`config.mk`:
```
export PLATFORM = sky130hd
export DESIGN_NAME = issue_scoreboard_flat
export DESIGN_NICKNAME = d
export VERILOG_FILES = /design/src/rtl/issue_scoreboard_if.sv /design/src/rtl/issue_scoreboard.sv /design/src/flat_wrapper.sv
export SDC_FILE = /design/constraint.sdc
export NUM_CORES = 1
export LEC_CHECK = 0
export BUFFER_PORTS_ARGS = -buffer_cell sky130_fd_sc_hd__buf_2
export CAP_MARGIN = 20
export CORE_AREA = 2 2 137 139
export CTS_CLUSTER_DIAMETER = 200
export DETAILED_ROUTE_END_ITERATION = 7
export DIE_AREA = 0 0 139 141
export HOLD_SLACK_MARGIN = 0.15
export MAX_ROUTING_LAYER = met4
export PLACE_DENSITY = 0.66
export SYNTH_ARGS = -nofsm -noshare
export SYNTH_HDL_FRONTEND = slang
export SYNTH_SLANG_ARGS = --single-unit
```
`constraint.sdc`:
```
create_clock -name Clk -period 3.9 [get_ports Clk]
set_input_delay 0.195 -clock Clk [delete_from_list [all_inputs] [get_ports Clk]]
set_output_delay 0.195 -clock Clk [all_outputs]
set_load 0.05 [all_outputs]
```
`src/rtl/issue_scoreboard_if.sv`:
```
// Issue-stage bundle between the decode controller and the hazard unit.
// The decoder is the master; the scoreboard answers with Stall/IssueAck.
interface issue_scoreboard_if #(
  parameter int REG_AW = 5,
  parameter int CNT_W  = 16
);
  // Handshake: IssueValid is the offer and ~Stall is the ready. An instruction
  // transfers in the cycle IssueAck (= IssueValid & ~Stall & ~Flush) is high;
  // the decoder must hold the instruction steady until that cycle.
  logic              IssueValid;
  logic [REG_AW-1:0] Rs;
  logic [REG_AW-1:0] Rt;
  logic              RsUsed;
  logic              RtUsed;
  logic [REG_AW-1:0] Dst;
  logic              DstWe;
  logic [1:0]        LatClass;
  logic              IsBranch;
  logic              BranchResolve;
  logic              Flush;
  logic              Stall;
  logic              IssueAck;
  logic [CNT_W-1:0]  StallCount;

  modport master (
    output IssueValid, Rs, Rt, RsUsed, RtUsed, Dst, DstWe, LatClass,
           IsBranch, BranchResolve, Flush,
    input  Stall, IssueAck, StallCount
  );

  modport slave (
    input  IssueValid, Rs, Rt, RsUsed, RtUsed, Dst, DstWe, LatClass,
           IsBranch, BranchResolve, Flush,
    output Stall, IssueAck, StallCount
  );
endinterface

```
`src/rtl/issue_scoreboard.sv`:
```
// Issue-stage hazard unit: per-register result countdowns, branch shadow and
// a saturating stall counter.
module issue_scoreboard #(
  parameter int REG_AW    = 5,
  parameter int LAT_W     = 3,
  parameter int LAT_LOAD  = 1,
  parameter int LAT_MUL   = 2,
  parameter int BR_SHADOW = 2,
  parameter int CNT_W     = 16
) (
  input  logic              Clk,
  input  logic              Reset,
  issue_scoreboard_if.slave io
);
  localparam int NREG = 1 << REG_AW;

  logic [LAT_W-1:0] busy      [NREG];
  logic [LAT_W-1:0] busy_next [NREG];
  logic [LAT_W-1:0] shadow;
  logic [LAT_W-1:0] shadow_next;
  logic [CNT_W-1:0] stall_count;
  logic [LAT_W-1:0] lat;
  logic             rs_busy;
  logic             rt_busy;
  logic             hazard;
  logic             stall;
  logic             ack;
  logic             wr_en;

  always_comb begin
    lat = '0;
    case (io.LatClass)
      2'd1:    lat = LAT_W'(LAT_LOAD);
      2'd2:    lat = LAT_W'(LAT_MUL);
      default: lat = '0;
    endcase
  end

  assign rs_busy = io.RsUsed && (io.Rs != '0) && (busy[io.Rs] != '0);
  assign rt_busy = io.RtUsed && (io.Rt != '0) && (busy[io.Rt] != '0);
  assign hazard  = rs_busy || rt_busy;
  assign stall   = io.IssueValid && (hazard || (shadow != '0));
  assign ack     = io.IssueValid && !stall && !io.Flush;
  assign wr_en   = ack && io.DstWe && (io.Dst != '0);

  // A new write keeps the larger of its latency and the decayed old count so
  // a quick result never frees a register a slower one still owns.
  always_comb begin
    for (int r = 0; r < NREG; r++) begin
      busy_next[r] = (busy[r] != '0) ? busy[r] - LAT_W'(1) : '0;
      if (r == 0) begin
        busy_next[r] = '0;
      end else if (wr_en && (io.Dst == REG_AW'(r)) && (lat > busy_next[r])) begin
        busy_next[r] = lat;
      end
    end
  end

  always_comb begin
    shadow_next = (shadow != '0) ? shadow - LAT_W'(1) : '0;
    if (ack && io.IsBranch) begin
      shadow_next = LAT_W'(BR_SHADOW);
    end else if (io.Flush || io.BranchResolve) begin
      shadow_next = '0;
    end
  end

  always_ff @(posedge Clk or posedge Reset) begin
    if (Reset) begin
      for (int r = 0; r < NREG; r++) begin
        busy[r] <= '0;
      end
      shadow      <= '0;
      stall_count <= '0;
    end else begin
      for (int r = 0; r < NREG; r++) begin
        busy[r] <= busy_next[r];
      end
      shadow <= shadow_next;
      if (io.IssueValid && stall && !io.Flush && (stall_count != '1)) begin
        stall_count <= stall_count + CNT_W'(1);
      end
    end
  end

  assign io.Stall      = stall;
  assign io.IssueAck   = ack;
  assign io.StallCount = stall_count;
endmodule

```
`src/flat_wrapper.sv`:
```
// flat-port wrapper written by rule: the top's interface ports become plain ports
module issue_scoreboard_flat 
#(
  parameter int REG_AW    = 5,
  parameter int LAT_W     = 3,
  parameter int LAT_LOAD  = 1,
  parameter int LAT_MUL   = 2,
  parameter int BR_SHADOW = 2,
  parameter int CNT_W     = 16
)
  (Clk, Reset, io_IssueValid, io_Rs, io_Rt, io_RsUsed, io_RtUsed, io_Dst, io_DstWe, io_LatClass, io_IsBranch, io_BranchResolve, io_Flush, io_Stall, io_IssueAck, io_StallCount);
  issue_scoreboard_if #(.REG_AW(REG_AW), .CNT_W(CNT_W)) io_i ();
  input  logic Clk;
  input  logic Reset;
  input wire logic [$bits(io_i.IssueValid)-1:0] io_IssueValid;
  input wire logic [$bits(io_i.Rs)-1:0] io_Rs;
  input wire logic [$bits(io_i.Rt)-1:0] io_Rt;
  input wire logic [$bits(io_i.RsUsed)-1:0] io_RsUsed;
  input wire logic [$bits(io_i.RtUsed)-1:0] io_RtUsed;
  input wire logic [$bits(io_i.Dst)-1:0] io_Dst;
  input wire logic [$bits(io_i.DstWe)-1:0] io_DstWe;
  input wire logic [$bits(io_i.LatClass)-1:0] io_LatClass;
  input wire logic [$bits(io_i.IsBranch)-1:0] io_IsBranch;
  input wire logic [$bits(io_i.BranchResolve)-1:0] io_BranchResolve;
  input wire logic [$bits(io_i.Flush)-1:0] io_Flush;
  output wire logic [$bits(io_i.Stall)-1:0] io_Stall;
  output wire logic [$bits(io_i.IssueAck)-1:0] io_IssueAck;
  output wire logic [$bits(io_i.StallCount)-1:0] io_StallCount;
  assign io_i.IssueValid = io_IssueValid;
  assign io_i.Rs = io_Rs;
  assign io_i.Rt = io_Rt;
  assign io_i.RsUsed = io_RsUsed;
  assign io_i.RtUsed = io_RtUsed;
  assign io_i.Dst = io_Dst;
  assign io_i.DstWe = io_DstWe;
  assign io_i.LatClass = io_LatClass;
  assign io_i.IsBranch = io_IsBranch;
  assign io_i.BranchResolve = io_BranchResolve;
  assign io_i.Flush = io_Flush;
  assign io_Stall = io_i.Stall;
  assign io_IssueAck = io_i.IssueAck;
  assign io_StallCount = io_i.StallCount;
  issue_scoreboard #(.REG_AW(REG_AW), .LAT_W(LAT_W), .LAT_LOAD(LAT_LOAD), .LAT_MUL(LAT_MUL), .BR_SHADOW(BR_SHADOW), .CNT_W(CNT_W)) u_core (.Clk(Clk), .Reset(Reset), .io(io_i));
endmodule
```
# Yosys cells after proc, flatten, opt, wreduce, memory -nomap -nowiden
# Index checks and enable logic that the tools add are counted.
dict set report op_classes {
  n_addsub 33
  magnitude_cmp 33
  eq_ne 34
  mux 72
  bitwise 2
  reduce_logical 117
}
# operator n
set ops {}
lappend ops {{$mux W3} 69}
lappend ops {{$reduce_bool A3 Y1} 34}
lappend ops {{$sub A3 B1 Y3 const B} 32}
lappend ops {{$gt A2 B3 Y1} 31}
lappend ops {{$eq A5 B5 Y1 const B} 16}
lappend ops {{$logic_and A1 B1 Y1} 75}
lappend ops {{$eq A5 B4 Y1 const B} 8}
lappend ops {{$bmux W3 S5} 2}
lappend ops {{$eq A5 B3 Y1 const B} 4}
lappend ops {{$add A16 B1 Y16 const B} 1}
lappend ops {{$ne A16 B16 Y1 const B} 1}
lappend ops {{$reduce_bool A5 Y1} 3}
lappend ops {{$ge A6 B6 Y1 const B} 2}
lappend ops {{$not A5 Y6} 2}
lappend ops {{$eq A5 B2 Y1 const B} 2}
lappend ops {{$eq A5 B1 Y1 const B} 1}
lappend ops {{$pmux W2 S2} 1}
lappend ops {{$logic_or A1 B1 Y1} 3}
lappend ops {{$eq A2 B1 Y1 const B} 1}
lappend ops {{$eq A2 B2 Y1 const B} 1}
lappend ops {{$logic_not A1 Y1} 2}
dict set report word_totals {
  ff_bits 112
  inputBits 26
  output_inout_bits 18
  word_cells 324
}

# Logic depth before layout (Yosys ltp)
# Gate-level depths: netlist of run 1.
dict set report depth {
  ltp_word 17
  depth_mapped 13
  mapped_depth_nobuf 11
}

# Worst setup path after synthesis of run 1
# OpenSTA, ideal clock, no wires.
dict set report synth_timing {
  kind {input to register}
  startpoint {in io_LatClass[0]}
  endpoint {reg u_core.busy[79] (netlist bit)}
  setup_ps 134
  arrival_time_ps 3423
  t_required_ps 3766
  path_slack_ps 343
  cell_stages 10
  n_path_buf 2
  path_cell_list {nand2b_1 > inv_1 > clkbuf_1 > clkbuf_1 > ha_1 > a2111o_1 > or3_1 > nor3_1 > mux2i_1 > o21ai_0}
}
# element line
set synth_lines {}
lappend synth_lines {{start: declaration} flat_wrapper.sv:22} ;# input wire logic [$bits(io_i.LatClass)-1:0] io_LatClass;
lappend synth_lines {{end signal: indexed assignment} issue_scoreboard.sv:77} ;# busy[r] <= busy_next[r];
lappend synth_lines {{end: declaration} issue_scoreboard.sv:17} ;# logic [LAT_W-1:0] busy [NREG];

# Final worst setup path of run 1
dict set report layout_timing {
  startpoint {reg u_core.busy[76] (netlist bit)}
  endpoint {out io_Stall}
}
dict set report layout_via {
  elab_chain_cells 8
  word_cells_on_any_way 13
  cone_classes {6 x mux; 7 x reduce/logical}
}
# element line
set layout_lines {}
lappend layout_lines {{$bmux W3 S5 (on tied branches)} {issue_scoreboard.sv:39, issue_scoreboard.sv:40}}
lappend layout_lines {{$mux W3 (on tied branches) (2 in series)} {issue_scoreboard.sv:39, issue_scoreboard.sv:40}}
lappend layout_lines {{$reduce_bool A3 Y1 (on tied branches)} {issue_scoreboard.sv:39, issue_scoreboard.sv:40}}
lappend layout_lines {{$logic_and A1 B1 Y1 (on tied branches)} {issue_scoreboard.sv:39, issue_scoreboard.sv:40}}
lappend layout_lines {{$logic_or A1 B1 Y1 (*)} issue_scoreboard.sv:41} ;# assign hazard = rs_busy || rt_busy;
lappend layout_lines {{$logic_or A1 B1 Y1 (*)} issue_scoreboard.sv:42} ;# assign stall = io.IssueValid && (hazard || (shadow != '0));
lappend layout_lines {{$logic_and A1 B1 Y1 (*)} issue_scoreboard.sv:42}
lappend layout_lines {{end: declaration} flat_wrapper.sv:26} ;# output wire logic [$bits(io_i.Stall)-1:0] io_Stall;
# Every way passes the cells marked *; elsewhere a longest branch is shown, timed or not. The select of a mux whose other input is x is not followed.

==> key figures, run 1 <==
Outcome
  – Status: finished clean

Drt
  – Detailed Route WL: 25770 um
  – Routed Antenna Nets: 0
  – Per-cell routed wire length: 19.67 um
  – # DRC: 0
  – Iteration-0 DRC count of the detailed router: 749
  – Vias: 8504
  – Drt pass-1 iters: 5
  – Vias per cell: 6.492

Worst setup path
  – Worst endpoint data arrival time: 3.44 ns
  – Crit path buffers/inverters: 2
  – CP Max Fanout: 13
  – Reg-to-reg startpoint: u_core.busy[76]$_DFF_PP0_
  – Critical path type: register to output port
  – FF-to-FF End: u_core.io.StallCount[14]$_DFFE_PP0P_
  – Reg2reg path depth: 9
  – Data required, critical path: 3.70 ns
  – CP max-delay cell: nor2_2
  – Critical path's top delay family: compound AO/OA/AOI/OAI gates
  – Worst Setup End Kind: output port
  – Most used cell, CP: nor2_2
  – FF-to-FF setup slack: 0.57 ns
  – Crit start category: register
  – CP Cell Sequence: nor3_1 -> a2111oi_0 -> a31oi_1 -> a211o_1 -> nor2_2 -> nor2_2 -> buf_4 -> a21boi_0 -> buf_2
  – CP peak stage delay: 0.57 ns

CTS
  – Worst-skew pair later-pin latency: 0.36 ns
  – CTS Buffer Depth: 2
  – CTS tree: done
  – Worst-path clk slew: 0.08 ns
  – CTS buffer count: 9
  – Setup bufs post-CTS: 0
  – Clock tree sinks: 112
  – H-tree Lvls: 3
  – Root buffer cell: clkbuf_16

Finish
  – Proportion of layout cells with a drive suffix above 1: 10.13%
  – Fin util: 52.53%
  – Synth-to-Final Area Change: 8.135%
  – Nets: 1161
  – Area of the multi-input gates: 5627 sq um
  – Antenna diodes: 0
  – Reg area: 2803 sq um
  – Fillcell total: 1742

STA
  – Setup Viol. Count Final: 0
  – Setup ws final: 0.2693 ns
  – RSZ-0062 raised after global routing: no
  – Slew Limit Fails: 0
  – Setup TNS: 0 ns
  – Fin crit period: 3.631 ns
  – Hold Vio Cnt, Final: 0
  – Slew @ Worst Pin: 0.7639 ns
  – Hold slack final: 0.4871 ns
  – Peak Freq: 275.4 MHz
  – Final Skew: 0.01017 ns
  – Final period util: 93.10%
  – Slew Limit Headroom: 48.95%

Logic synthesis
  – Post-synth EDFFs: 0
  – Prevailing post-synth register cell: dfrtp_1
  – Syn_nets: 1157
  – Post-Synthesis Cells: 1068
  – Netlist cell types: 72
  – Sequential share of the synthesized area: 31.58%
  – Synthesis Warnings: 0
  – Fraction of registers with async set or reset after synthesis: 100.0%
  – Yosys reg bits: 112
  – Synthesized cell area: 8875 sq um
  – Mapped Avg Cell Area: 8.310 sq um

Place
  – RePlAce Congestion: 0.9023
  – I/O Buffers: 43
  – Pre-CTS setup slack: 0.5759 ns
  – HPWL Detailed: 17940 um

Global routing
  – Total track usage: 26.79%
  – GRT overflow: 0
  – Vias in the first global route: 7711
  – First-pass GRT wire length: 40720 um
  – Initial antenna violation count: 0
  – Largest net degree at the start of global routing: 59

Floorplan
  – Num ports: 44
  – Area of the die: 19600 sq um
  – Core area: 18270 sq um
  – Starting Density: 48.58%
  – Die width: 139 um
  – Placement Rows: 50
  – Die Y: 141 um

Pwr
  – Clock power frac: 38.0%
  – Seq pwr share: 44.1%
  – LEAKAGE: 3.957 nW
  – Sw Share: 30.66%
  – Gate power share: 17.9%
  – Internal: 1.896 mW
  – Peak supply drop: 0.2137 mV
  – Pwr/cell area: 284.9 nW/um^2
  – Switching power: 838.2 uW

Hold path
  – Hold Path Depth: 1
  – Worst Hold Path EP: u_core.io.StallCount[14]$_DFFE_PP0P_
  – Hold crit path type: register to register
  – Hold Crit Start: u_core.io.StallCount[14]$_DFFE_PP0P_

Run
  – Max_cap viols: 0
[power by group through the flow]
stage / sequential, mW / clock, mW / combinational (mW)
floorplan: 1.30 / 0 / 0.252
global placement: 1.23 / 0 / 0.474
detailed placement: 1.23 / 0 / 0.480
CTS: 1.21 / 1.06 / 0.485
global route: 1.21 / 1.10 / 0.528
finish: 1.21 / 1.04 / 0.488
[metrics by stage]
step           instances  instance area (sq um)  total power, mW
6_report            1310                   9597            2.734
4_1_cts             1310                   9597            2.750
3_3_place_gp        1290                   9226            1.705
5_1_grt             1310                   9597            2.836
2_1_floorplan       1068                   8875            1.549
3_5_place_dp        1290                   9226            1.711
[routing by layer]
metal | global-route usage (%) | up-vias | part of all wire [%]
met2 | 40.60 | 280 | 45
met5 | - | - | 0
met3 | 4.076 | 61 | 5.8
met1 | 35.90 | 4099 | 46
met4 | 11.54 | 0 | 3.4
li1 | - | 4064 | -
[final cells by class]
class,instances,area share [%]
clock buffers,11,2.529
clock inverters,4,0.8083
inverters,29,1.160
multi-input cells,850,58.63
flip-flops and latches,112,29.20
well taps,234,3.051
repair buffers,70,4.615
[cell families after synthesis]
group	Yosys count	share of synthesized area [%]
AND/OR/NAND/NOR	469	28.55
buffers and inverters	106	5.146
adder cells (fa/ha/maj)	63	8.882
multiplexers	31	3.722
XOR/XNOR	14	1.382
flip-flops	112	31.58
AO/OA/AOI/OAI	273	20.74
[placed cells by master (no fill, tap or decap), drive strengths merged, types with 5 or more instances in the layout]
| cell type | instances |
|---|---|
| dlygate4sd3 | 5 |
| and3 | 9 |
| nor4 | 53 |
| a211oi | 16 |
| o211ai | 27 |
| clkbuf | 11 |
| ha | 63 |
| o21a | 27 |
| or4 | 6 |
| nand3 | 46 |
| dfrtp | 112 |
| a31oi | 8 |
| nor2 | 102 |
| o311ai | 5 |
| a2111oi | 11 |
| mux2i | 15 |
| mux2 | 16 |
| a21oi | 71 |
| nor2b | 41 |
| and2 | 22 |
| o41ai | 9 |
| nand4 | 24 |
| nand2b | 11 |
| buf | 65 |
| nand2 | 40 |
| or3 | 15 |
| nor4b | 12 |
| inv | 30 |
| nor3 | 61 |
| o21ai | 48 |
| a21boi | 10 |
| a211o | 6 |
| nor3b | 18 |
| xor2 | 11 |
[registers in the layout, summed over array words and instances (netlist names)]
register              flops
u_core.busy              93
u_core.io.StallCount     16
u_core.shadow             3
[how the worst max path moves through the flow]
stage,startpoint,endpoint,slack (ns),cells after the start
after floorplan,io_LatClass[0],u_core.busy[79]$_DFF_PP0_,0.34,10
after global placement,io_Rt[2],u_core.io.StallCount[14]$_DFFE_PP0P_,0.51,10
after detailed placement,io_Rt[2],u_core.io.StallCount[14]$_DFFE_PP0P_,0.58,10
after CTS,u_core.busy[76]$_DFF_PP0_,io_Stall,0.26,9
after global routing,u_core.busy[87]$_DFF_PP0_,io_Stall,0.09,9
final,u_core.busy[76]$_DFF_PP0_,io_Stall,0.27,9
[cells in the mapped netlist, types with 4 or more instances]
cell | number | area share (%)
dfrtp_1 | 112 | 32
nor2_1 | 101 | 4.3
a21oi_1 | 71 | 4.0
ha_1 | 63 | 8.9
nor3_1 | 61 | 3.4
nor4_1 | 53 | 3.7
o21ai_0 | 47 | 2.7
nand3_1 | 46 | 2.6
clkbuf_1 | 44 | 1.9
nor2b_1 | 41 | 2.9
nand2_1 | 40 | 1.7
inv_1 | 28 | 1.2
o211ai_1 | 27 | 2.3
o21a_1 | 27 | 2.3
nand4_1 | 24 | 1.7
and2_1 | 22 | 1.6
buf_2 | 22 | 1.2
nor3b_1 | 18 | 1.5
a211oi_1 | 16 | 1.4
mux2i_1 | 15 | 1.7
or3_1 | 15 | 1.1
mux2_2 | 14 | 1.8
nand2b_1 | 11 | 0.78
xor2_1 | 11 | 1.1
a21boi_0 | 10 | 0.85
nor4b_1 | 10 | 0.99
a2111oi_0 | 9 | 0.89
and3_1 | 9 | 0.63
o41ai_1 | 9 | 0.89
a31oi_1 | 8 | 0.56
a211o_1 | 6 | 0.59
buf_1 | 5 | 0.21
or4_1 | 5 | 0.42
a221oi_1 | 4 | 0.39
o211a_1 | 4 | 0.45
o31ai_1 | 4 | 0.34
[what timing repair did]
action | in CTS | in global routing
hold endpoints to repair | 59 | 0
hold buffers | 5 | 0
gates resized for setup | 0 | 0
[worst register-to-register path: stages (launching register included)]
cell,delay [ns]
dfrtp_1,0.46
nor3_1,0.13
a2111oi_0,0.51
a31oi_1,0.08
a211o_1,0.33
nor2_2,0.57
nor2_2,0.26
buf_4,0.26
a2111oi_1,0.47
xor2_1,0.18
No activity file was read; power rests on OpenSTA's default activity.
==> run 2: changes to the inputs <==
Settings changed: PLACE_DENSITY 0.66 to default, PLACE_DENSITY_LB_ADDON from default to 0.25.
==> run 2 against run 1 <==
Fmax rose by 4.7%. Routed wire length rose by 0.11%. Critical path type unchanged. Final cell count did not move.
==> key figures, run 2 (same netlist as run 1, synthesis figures left out) <==
STA
  – Setup Viol. Count Final: 0
  – Slew Limit Fails: 0
  – Fin crit period: 3.469 ns
  – Peak Freq: 288.3 MHz
  – Hold Vio Cnt, Final: 0
  – Setup TNS: 0 ns
  – Final Skew: 0.01429 ns
  – Slew Limit Headroom: 36.59%
  – RSZ-0062 raised after global routing: no
  – Setup ws final: 0.4314 ns
  – Final period util: 88.94%
  – Slew @ Worst Pin: 0.9489 ns

Pwr
  – LEAKAGE: 3.943 nW
  – Power, Total: 2.676 mW
  – Peak supply drop: 0.1994 mV
  – Pwr/cell area: 279.3 nW/um^2

Drt
  – Metal-1 WL: 11760 um
  – Metal3 WL: 1460 um
  – Vias per cell: 6.413
  – Detailed Route WL: 25800 um
  – Iteration-0 DRC count of the detailed router: 725
  – # DRC: 0
  – Routed Antenna Nets: 0
  – Highest Signal Layer: met4
  – Metal2 WL: 11990 um
  – Per-cell routed wire length: 19.69 um
  – Vias: 8401
  – Drt pass-1 iters: 5

Finish
  – Max reg flops: 93
  – Largest register by flop count: u_core.busy
  – Reg area: 2803 sq um
  – Area of the multi-input gates: 5633 sq um
  – Non-Filler Instances: 1310
  – Fillcell total: 1731
  – Most frequent cells in the layout: dfrtp_1 (112), nor2_1 (100), a21oi_1 (71), ha_1 (63), nor3_1 (61)
  – Synth-to-Final Area Change: 7.966%
  – Nets: 1159
  – Design Area, Final: 9582 sq um
  – Proportion of layout cells with a drive suffix above 1: 10.23%
  – Commonest non-fill, non-tap cell in the layout: dfrtp_1

CTS
  – CTS Buffer Depth: 2
  – Setup bufs post-CTS: 0
  – Clock tree sinks: 112
  – CTS buffer count: 9
  – Root buffer cell: clkbuf_16
  – Worst-skew pair later-pin latency: 0.37 ns
  – Worst-path clk slew: 0.09 ns
  – H-tree Lvls: 3
  – CTS tree: done

Worst setup path
  – Crit start category: register
  – Worst endpoint data arrival time: 3.27 ns
  – Worst Setup End Kind: output port
  – Critical path type: register to output port
  – CP Max Fanout: 24
  – Reg-to-reg startpoint: u_core.busy[48]$_DFF_PP0_
  – Reg2reg path depth: 9
  – CP peak stage delay: 0.51 ns
  – FF-to-FF End: u_core.busy[72]$_DFF_PP0_
  – CP Cell Sequence: nor3_1 -> a2111oi_0 -> a31oi_1 -> a211o_1 -> nor2_2 -> nor2_2 -> buf_12 -> a21boi_0 -> buf_2
  – Most used cell, CP: nor2_2
  – Data required, critical path: 3.70 ns
  – CP max-delay cell: nor2_2
  – FF-to-FF setup slack: 0.62 ns

Global routing
  – Total track usage: 27.27%
  – GRT overflow: 0
  – Largest net degree at the start of global routing: 69
  – Vias in the first global route: 7843
  – Initial antenna violation count: 0
  – First-pass GRT wire length: 41600 um

Floorplan
  – Placement Rows: 50
  – Num ports: 44
  – Die width: 139 um
  – Core area: 18270 sq um
  – Die Y: 141 um
  – Area of the die: 19600 sq um
  – Starting Density: 48.58%

Place
  – Placed cells: 1288
  – HPWL Detailed: 17540 um
  – Pre-CTS setup slack: 0.3965 ns
  – I/O Buffers: 43
  – RePlAce Congestion: 0.9588
  – Placed inst area: 9211 sq um

Hold path
  – Hold Path Depth: 5
  – Hold Crit Start: io_DstWe
  – Hold crit path type: primary input to register
  – Worst Hold Path EP: u_core.busy[9]$_DFF_PP0_

Run
  – Max_cap viols: 0

Outcome
  – Status: finished clean
-- run 2: changes by cell type in the layout (fill, tap and decap cells not counted) --
cell,previous run,this run
buf_4,21,19
clkinv_8,0,3
diode_2,0,1
o22ai_2,0,1
o22ai_1,2,1
inv_8,0,1
inv_6,1,2
clkbuf_1,1,0
clkbuf_8,1,0
bufinv_16,2,0
-- run 2: per-layer routing --
layer / track usage, % / vias up
met3: 4.246 / 47
li1: - / 4043
met4: 8.506 / 0
met1: 36.73 / 4033
met2: 42.55 / 278
met5: - / -
-- run 2: what timing repair did --
item / in CTS / in global routing
setup endpoints to repair: 0 / 1
hold buffers: 5 / 0
hold endpoints to repair: 69 / 0
gates resized for setup: 0 / 1
-- run 2: worst max-delay path by stage --
stage	startpoint	depth (start not counted)	slack (ns)	endpoint
after floorplan	io_LatClass[0]	10	0.34	u_core.busy[79]$_DFF_PP0_
after global placement	io_Rs[1]	10	0.57	u_core.io.StallCount[14]$_DFFE_PP0P_
after detailed placement	io_Rs[1]	10	0.40	u_core.io.StallCount[1]$_DFFE_PP0P_
after CTS	u_core.busy[56]$_DFF_PP0_	9	0.19	io_Stall
after global routing	u_core.busy[49]$_DFF_PP0_	8	0.17	io_IssueAck
final	u_core.busy[77]$_DFF_PP0_	9	0.43	io_Stall
-- run 2: critical path, delay by kind of cell (launching register included) --
| kind | cells | cell delay [ns] |
|---|---|---|
| and+or+nand+nor | 3 | 0.86 |
| buffers and inverters | 2 | 0.51 |
| DFF | 1 | 0.45 |
| AOI/OAI and AO/OA | 4 | 1.08 |
-- run 2: layout make-up --
| class | instances | area share (%) |
|---|---|---|
| Multi-Input combinational cell | 850 | 58.79 |
| Inverter | 29 | 1.162 |
| Tap cell | 234 | 3.056 |
| Antenna cell | 1 | 0.02612 |
| Sequential cell | 112 | 29.25 |
| Timing Repair Buffer | 68 | 4.466 |
| Clock inverter | 7 | 0.9010 |
| Clock buffer | 9 | 2.350 |
-- run 2: metrics by stage --
stage / hold slack [ns] / utilization, %
finish: 0.4352 / 52.45
global placement: 0.3907 / 50.42
detailed placement: 0.3912 / 50.42
global route: 0.4563 / 52.44
CTS: 0.4280 / 52.40
floorplan: 0.2659 / -
-- run 2: power by group --
| part | internal [mW] | total [mW] | switching, mW |
|---|---|---|---|
| clock network | 0.462 | 0.980 | 0.518 |
| registers | 1.18 | 1.21 | 0.0274 |
| logic | 0.131 | 0.487 | 0.355 |
| total | 1.77 | 2.68 | 0.901 |
==> run 3: changes to the inputs <==
Settings changed: MAX_ROUTING_LAYER met4 to default, PLACE_DENSITY_LB_ADDON 0.25 to 0.2.
==> run 3 against run 2 <==
Core utilization down 0.22 points. Register-to-register slack lost 0.17 ns. Setup slack worse by 0.27 ns. Global-route usage decreased by 1.1 points. Worst hold slack improved by 0.0035 ns. Count of clock-buffer cells in the layout increased by 2. Critical path depth unchanged.
==> key figures, run 3 (same netlist as run 1, synthesis figures left out) <==
Floorplan
  – Num ports: 44
  – Core area: 18270 sq um
  – Die width: 139 um
  – Placement Rows: 50
  – Area of the die: 19600 sq um
  – Die Y: 141 um
  – Starting Density: 48.58%

Worst setup path
  – Critical path's top delay family: compound AO/OA/AOI/OAI gates
  – CP max-delay cell: nor2_2
  – Reg2reg path depth: 9
  – Most used cell, CP: nor2_2
  – CP Cell Sequence: nor3_1 -> a2111oi_0 -> a31oi_1 -> a211o_1 -> nor2_2 -> nor2_2 -> buf_12 -> a21boi_0 -> buf_2
  – FF-to-FF setup slack: 0.45 ns
  – CP Max Fanout: 24
  – FF-to-FF End: u_core.io.StallCount[14]$_DFFE_PP0P_
  – Crit start category: register
  – Worst Setup End Kind: output port
  – Critical path type: register to output port
  – Worst endpoint data arrival time: 3.54 ns
  – CP peak stage delay: 0.61 ns
  – Reg-to-reg startpoint: u_core.busy[76]$_DFF_PP0_
  – Data required, critical path: 3.70 ns
  – Crit path buffers/inverters: 2

CTS
  – H-tree Lvls: 3
  – Worst-skew pair later-pin latency: 0.37 ns
  – Setup bufs post-CTS: 0
  – CTS tree: done
  – Clock tree sinks: 112
  – Worst-path clk slew: 0.08 ns
  – CTS Buffer Depth: 2
  – Root buffer cell: clkbuf_16
  – CTS buffer count: 9

Finish
  – Max reg flops: 93
  – Fin util: 52.23%
  – Synth-to-Final Area Change: 7.514%
  – Proportion of layout cells with a drive suffix above 1: 9.879%
  – Fillcell total: 1781
  – Nets: 1158
  – Most frequent cells in the layout: dfrtp_1 (112), nor2_1 (100), a21oi_1 (71), ha_1 (63), nor3_1 (61)
  – Commonest non-fill, non-tap cell in the layout: dfrtp_1
  – Largest register by flop count: u_core.busy
  – Non-Filler Instances: 1308
  – Design Area, Final: 9542 sq um

Drt
  – Drt pass-1 iters: 6
  – Per-cell routed wire length: 19.65 um
  – Iteration-0 DRC count of the detailed router: 661
  – Vias per cell: 6.435
  – Vias: 8417
  – Routed Antenna Nets: 0
  – # DRC: 0
  – Detailed Route WL: 25700 um

Hold path
  – Hold Crit Start: io_Dst[1]
  – Hold Path Depth: 5
  – Worst Hold Path EP: u_core.busy[85]$_DFF_PP0_
  – Hold crit path type: primary input to register

Place
  – HPWL Detailed: 17420 um
  – Placed cells: 1287
  – Pre-CTS setup slack: 0.5363 ns
  – I/O Buffers: 43
  – Placed inst area: 9216 sq um
  – RePlAce Congestion: 0.8858

STA
  – Slew Limit Headroom: 31.33%
  – Hold slack final: 0.4388 ns
  – Setup TNS: 0 ns
  – Final period util: 95.85%
  – Setup ws final: 0.1619 ns
  – Fin crit period: 3.738 ns
  – Peak Freq: 267.5 MHz
  – Setup Viol. Count Final: 0
  – Slew Limit Fails: 0
  – RSZ-0062 raised after global routing: no
  – Slew @ Worst Pin: 1.028 ns
  – Final Skew: 0.01082 ns
  – Hold Vio Cnt, Final: 0

Pwr
  – Peak supply drop: 0.2250 mV
  – Power, Total: 2.617 mW
  – Pwr/cell area: 274.2 nW/um^2
  – LEAKAGE: 3.924 nW

Outcome
  – Status: finished clean

Global routing
  – Total track usage: 26.18%
  – Vias in the first global route: 7750
  – GRT overflow: 0
  – First-pass GRT wire length: 41210 um
  – Initial antenna violation count: 1
  – Largest net degree at the start of global routing: 71

Run
  – Max_cap viols: 0
run 3: final cells by class:
class,instances,area (sq um),area share (%)
Clock inverter,4,30.03,0.3147
Tap cell,234,292.8,3.068
Multi-Input combinational cell,850,5627,58.97
Sequential cell,112,2803,29.37
Inverter,29,111.4,1.167
Clock buffer,11,242.7,2.544
Timing Repair Buffer,67,432.9,4.537
Antenna cell,1,2.502,0.02623
run 3: worst max path at each step:
stage,startpoint,end,depth (start not counted)
after floorplan,io_LatClass[0],u_core.busy[79]$_DFF_PP0_,10
after global placement,u_core.busy[76]$_DFF_PP0_,u_core.io.StallCount[14]$_DFFE_PP0P_,9
after detailed placement,u_core.busy[76]$_DFF_PP0_,u_core.io.StallCount[14]$_DFFE_PP0P_,9
after CTS,u_core.busy[76]$_DFF_PP0_,io_Stall,9
after global routing,u_core.busy[76]$_DFF_PP0_,io_Stall,9
final,u_core.busy[76]$_DFF_PP0_,io_Stall,9
run 3: power breakdown:
| part | internal, mW | switching (mW) |
|---|---|---|
| combinational | 0.133 | 0.357 |
| clock | 0.452 | 0.467 |
| sequential | 1.18 | 0.0273 |
| total | 1.77 | 0.851 |
run 3: what timing repair did:
action,4_1_cts,5_1_grt
resized for setup,0,0
endpoints found under the hold margin,71,0
hold buffers,5,0
run 3: worst register-to-register path, stage by stage, from the launching register on:
cell and delay, ns:
dfrtp_1 0.47, nor3_1 0.14, a2111oi_0 0.54, a31oi_1 0.10
a211o_1 0.33, nor2_2 0.61, nor2_2 0.29, buf_12 0.25
a2111oi_1 0.47, xor2_1 0.19
run 3: layer usage:
metal  wire [um]  part of all wire [%]  up-vias  track usage, %
li1            -                     -     4035               -
met1       11460                    45     4056           34.79
met2       12000                    47      285           43.63
met3        1601                   6.2       41           4.382
met4         638                   2.5        0           8.719
met5           0                     0        -               0
